[src/rtl/fetch_stage.sv]
// Instruction-fetch stage: PC register, IF/ID capture register, stall/redirect and fault halt.
// Latency: word at iaddr_o in cycle N is presented on instr_o/valid_o in cycle N+1.
// Backpressure: stall_i freezes all state; redirect_i overrides stall and inserts one bubble.
module fetch_stage #(
  parameter logic [31:0] RESET_PC   = 32'h0000_0000,
  parameter int unsigned IMEM_DEPTH = 32
) (
  input  logic        clk,
  input  logic        rst,
  input  logic        stall_i,
  input  logic        redirect_i,
  input  logic [31:0] redirect_target_i,
  output logic [31:0] iaddr_o,
  input  logic [31:0] idata_i,
  output logic [31:0] instr_o,
  output logic [31:0] pc_o,
  output logic [31:0] pc_plus4_o,
  output logic        valid_o,
  output logic        fault_o,
  output logic [1:0]  fault_cause_o,
  output logic [31:0] fetch_cnt_o
);

  typedef enum logic {RUN, HALTED} state_t;

  localparam logic [31:0] DEPTH_W         = 32'(IMEM_DEPTH);
  localparam logic [1:0]  CAUSE_MISALIGN  = 2'b01;
  localparam logic [1:0]  CAUSE_OOR       = 2'b10;

  state_t      state_q, state_d;
  logic [31:0] pc_q, pc_d;          // fetch PC driven to memory
  logic [31:0] instr_q, instr_d;    // IF/ID instruction
  logic [31:0] if_pc_q, if_pc_d;    // PC of the captured instruction
  logic        valid_q, valid_d;
  logic        fault_q, fault_d;
  logic [1:0]  cause_q, cause_d;
  logic [31:0] cnt_q, cnt_d;
  logic        out_of_range;

  // Word index compared in 32 bits so any IMEM_DEPTH value is handled.
  assign out_of_range = ({2'b00, pc_q[31:2]} >= DEPTH_W);

  // Next-state: redirect beats stall, stall beats range check, range check beats advance.
  always_comb begin
    state_d = state_q;
    pc_d    = pc_q;
    instr_d = instr_q;
    if_pc_d = if_pc_q;
    valid_d = valid_q;
    fault_d = fault_q;
    cause_d = cause_q;
    cnt_d   = cnt_q;
    if (state_q == RUN) begin
      if (redirect_i) begin
        valid_d = 1'b0;
        pc_d    = redirect_target_i;
        if (redirect_target_i[1:0] != 2'b00) begin
          fault_d = 1'b1;
          cause_d = CAUSE_MISALIGN;
          state_d = HALTED;
        end
      end else if (stall_i) begin
        // everything holds
      end else if (out_of_range) begin
        valid_d = 1'b0;
        fault_d = 1'b1;
        cause_d = CAUSE_OOR;
        state_d = HALTED;
      end else begin
        instr_d = idata_i;
        if_pc_d = pc_q;
        valid_d = 1'b1;
        pc_d    = pc_q + 32'd4;
        cnt_d   = cnt_q + 32'd1;
      end
    end else begin
      // Halted: only reset leaves this state; fault flags stay sticky.
      valid_d = 1'b0;
    end
  end

  // State registers with synchronous reset taking priority over everything.
  always_ff @(posedge clk) begin
    if (rst) begin
      state_q <= RUN;
      pc_q    <= RESET_PC;
      instr_q <= 32'd0;
      if_pc_q <= 32'd0;
      valid_q <= 1'b0;
      fault_q <= 1'b0;
      cause_q <= 2'b00;
      cnt_q   <= 32'd0;
    end else begin
      state_q <= state_d;
      pc_q    <= pc_d;
      instr_q <= instr_d;
      if_pc_q <= if_pc_d;
      valid_q <= valid_d;
      fault_q <= fault_d;
      cause_q <= cause_d;
      cnt_q   <= cnt_d;
    end
  end

  assign iaddr_o       = pc_q;
  assign instr_o       = instr_q;
  assign pc_o          = if_pc_q;
  assign pc_plus4_o    = if_pc_q + 32'd4;
  assign valid_o       = valid_q;
  assign fault_o       = fault_q;
  assign fault_cause_o = cause_q;
  assign fetch_cnt_o   = cnt_q;

endmodule
[config.mk]
export PLATFORM = sky130hd
export DESIGN_NAME = fetch_stage
export DESIGN_NICKNAME = d
export VERILOG_FILES = /design/src/rtl/fetch_stage.sv
export SDC_FILE = /design/constraint.sdc
export NUM_CORES = 1
export LEC_CHECK = 0
export ABC_AREA = 1
export ABC_CLOCK_PERIOD_IN_PS = 2500
export CAP_MARGIN = 20
export CORE_UTILIZATION = 30
export DETAILED_ROUTE_END_ITERATION = 6
export SETUP_SLACK_MARGIN = 0.4
export SLEW_MARGIN = 20
export SYNTH_ARGS = -nofsm -noshare
export SYNTH_HDL_FRONTEND = slang
export SYNTH_SLANG_ARGS = --single-unit
[constraint.sdc]
create_clock -name clk -period 2.5 [get_ports clk]
set_clock_uncertainty 0.2 [all_clocks]
set_input_delay 0.5 -clock clk [delete_from_list [all_inputs] [get_ports clk]]
set_output_delay 0.5 -clock clk [all_outputs]
set_load 0.05 [all_outputs]
==> results.yml <==
finish:
  antenna-diode-count: 0
  final_cell_count_no_fill: 1574
  final_net_count: 1353
  fin_util_pct: 51.7
  layout.cells.most_common: "nand2_1"
  drive_above_1_share_pct: 27.8
  area_growth_syn_to_layout_pct: 67.1
  commonest_non_fill_non_tap_cells_in_the_layout: "nand2_1 (308), dfxtp_1 (97), nor2_1 (91)"
worst_setup_path:
  critical_path.startpoint_type: "flop"
  timing.critical_path.required_ns: 1.80
  critical_path_peak_fanout: 3
  cpPeakStageDelay_ns: 0.36
  path_class: "reg2out"
  timing.critical_path.cells: "ha_4, nand2_4, nor3_4, nand2_2, nor2_4, nand2_4, nor2_4, buf_6, xor2_4, buf_12"
  cp.arrival_ns: 2.08
  worst-path-buf-inv: 2
  critical-path-top-delay-family: "simple AND/OR/NAND/NOR gates"
  timing.critical_path.to_type: "primary output"
  slowest_stage: "dfxtp_4"
clock_network:
  post_cts_hold_buffer_count: 0
  htree_levels: 4
  clk_transition_reported_paths_ns: 0.06
  tritoncts: "yes"
  skew_pair_late_insertion_delay_ns: 0.42
  numCtsBuffers: 17
  cts.sinks: 133
  cts.root.buffer_cell: "clkbuf_16"
  clock_path_buffers: 2
job:
  max_capacitance_violation_total: 0
sta:
  final.period_utilization_pct: 111
  fmax_mhz: 359
  finalMaxSlewViolations: 0
  worst-slew-pin-transition_ns: 0.638
  final.hold.worst_slack_ns: 0.247
  rsz_0062_raised_after_global_routing: "yes"
  relSlewSlack_pct: 57.5
  finalCriticalPeriod_ns: 2.78
  finalHoldViolations: 0
  setup_violations: 19
  final.setup.worst_slack_ns: -0.285
placement:
  dp.cells: 1507
  port_buffers: 231
  placement.setup.worst_slack_ns: 0.0754
  gpl_wtd_cong: 0.908
  post-dp-hpwl_mm: 16.8
grt:
  gr-total-overflow: 0
  first_pass_grt_wire_length_mm: 37.5
  grt_pass1_vias: 6975
  grt_antenna_before_repair: 0
  track_usage_pct: 20.3
  grt_max_degree: 117
floorplan:
  initial_util_pct: 30.9
  num_rows: 54
  top_level_ports: 232
  core-area_sq_um: 22100
  design.die.area_sq_um: 23400
  die_height_um: 153
  floorplan.die.width_um: 153
logic_synthesis:
  distinct_cell_type_count_of_the_synthesized_netlist: 35
  post_synthesis_net_count: 1082
  synth-seq-cells: 133
  synth_area_sq_um: 6830
  yosysWarningCount: 0
  synth_cells: 1010
  synthesis.area_per_instance_sq_um: 6.76
  synth.yosys.seq_area_share_pct: 39.0
power_and_ir_drop:
  power_per_cell_area_nw_per_um2: 446
  static_leakage_power_nw: 4.59
  p_total_mw: 5.09
  worst_ir_drop_vdd_v: 0.000484
route:
  drc: 0
  final_routed_wirelength_across_all_metal_layers_mm: 23.4
  ant_nets: 0
  drt_iter0_markers: 384
  num_vias: 7424
  detail_route.first_pass.iterations: 6
  wl_per_cell_um: 14.9
  vias_per_cell: 4.72
outcome:
  outcome: "finished, violations left"
  failed_checks: "setup timing"
min_path:
  holdCritPathClass: "reg2reg"
## metrics by stage
step                      setup TNS, ns  area, sq um
after floorplan                  -0.392         7370
after global placement                0        10300
after detailed placement              0        10300
after CTS                         -2.82        11300
after global routing              -5.14        11400
final                             -3.19        11400
## per-layer routing
layer | vias up | global-route usage (%) | part of all wire, %
li1 | 3763 | - | -
met1 | 3404 | 26.2 | 45
met4 | 0 | 6.78 | 1.6
met3 | 25 | 5.53 | 6.9
met5 | - | 0 | 0
met2 | 232 | 32.5 | 47
## logic make-up after synthesis
| group | after synthesis | synth area share, % |
|---|---|---|
| DFF | 133 | 39.0 |
| and+or+nand+nor | 585 | 36.3 |
| buffers and inverters | 113 | 7.56 |
| AOI/OAI and AO/OA | 130 | 10.7 |
| xor gates and xnor gates | 45 | 5.77 |
| adders and majority gates | 4 | 0.733 |
## cell type report
cell class,count,area [sq um]
fillers,2131,10700
multi-input cells,764,4450
repair buffers,293,3020
flip-flops and latches,133,2770
clock buffers,18,439
well taps,280,350
inverters,72,288
clock inverters,14,100
## flip-flops by register name (all words and copies together), names as in the netlist
| signal | cells |
|---|---|
| pc_o | 32 |
| instr_o | 32 |
| state_q | 1 |
| valid_o | 1 |
| iaddr_o | 32 |
| fetch_cnt_o | 32 |
| fault_o | 1 |
| fault_cause_o | 2 |
## synth_stat cells (all sizes together)
master	instances	area share, %
a21oi	103	8.6
and2	1	0.092
buf	13	2.0
clkbuf	28	1.5
clkinv	1	0.13
dfxtp	133	39
ha	4	0.73
inv	71	3.9
nand2	344	20
nand3	57	4.2
nand3b	8	0.88
nand4	9	0.92
nor2	115	6.7
nor3	42	3.2
nor4	4	0.37
o211ai	1	0.11
o21ai	24	1.8
o22ai	1	0.092
o31ai	1	0.11
or2	5	0.46
xnor2	6	0.77
xor2	39	5.0
## worst paths after layout
kind,startpoint,to,slack (ns),cells past startpoint
worst max-delay path,pc_o[2]$_SDFFE_PP0P_,pc_plus4_o[22],-0.28,10
worst min register to register,fault_o$_SDFFE_PP0P_,fault_o$_SDFFE_PP0P_,0.25,2
worst max register to register,fetch_cnt_o[3]$_SDFFE_PP0P_,fetch_cnt_o[31]$_SDFFE_PP0P_,0.48,9
worst min-delay path,fault_o$_SDFFE_PP0P_,fault_o$_SDFFE_PP0P_,0.25,2
## timing repair
item	in CTS	in global routing
endpoints found under the setup margin	229	128
cloned	1	0
gates resized for setup	289	79
setup buffers	24	10
pin swaps	34	17
## worst min-delay path, delay by kind of cell, from the launching register on
family,cells,cell delay (ns)
buffers and inverters,1,0.04
DFF,1,0.30
AOI/OAI and AO/OA,1,0.05
## report_power, final
| group | leakage (nW) | internal, mW | switching [mW] | total [mW] |
|---|---|---|---|---|
| Combinational | 3.23 | 0.222 | 0.361 | 0.583 |
| Clock | 0.260 | 1.30 | 1.02 | 2.32 |
| Sequential | 1.10 | 2.14 | 0.0541 | 2.19 |
| Total | 4.59 | 3.66 | 1.43 | 5.09 |
(Power assumes the default switching activity.)
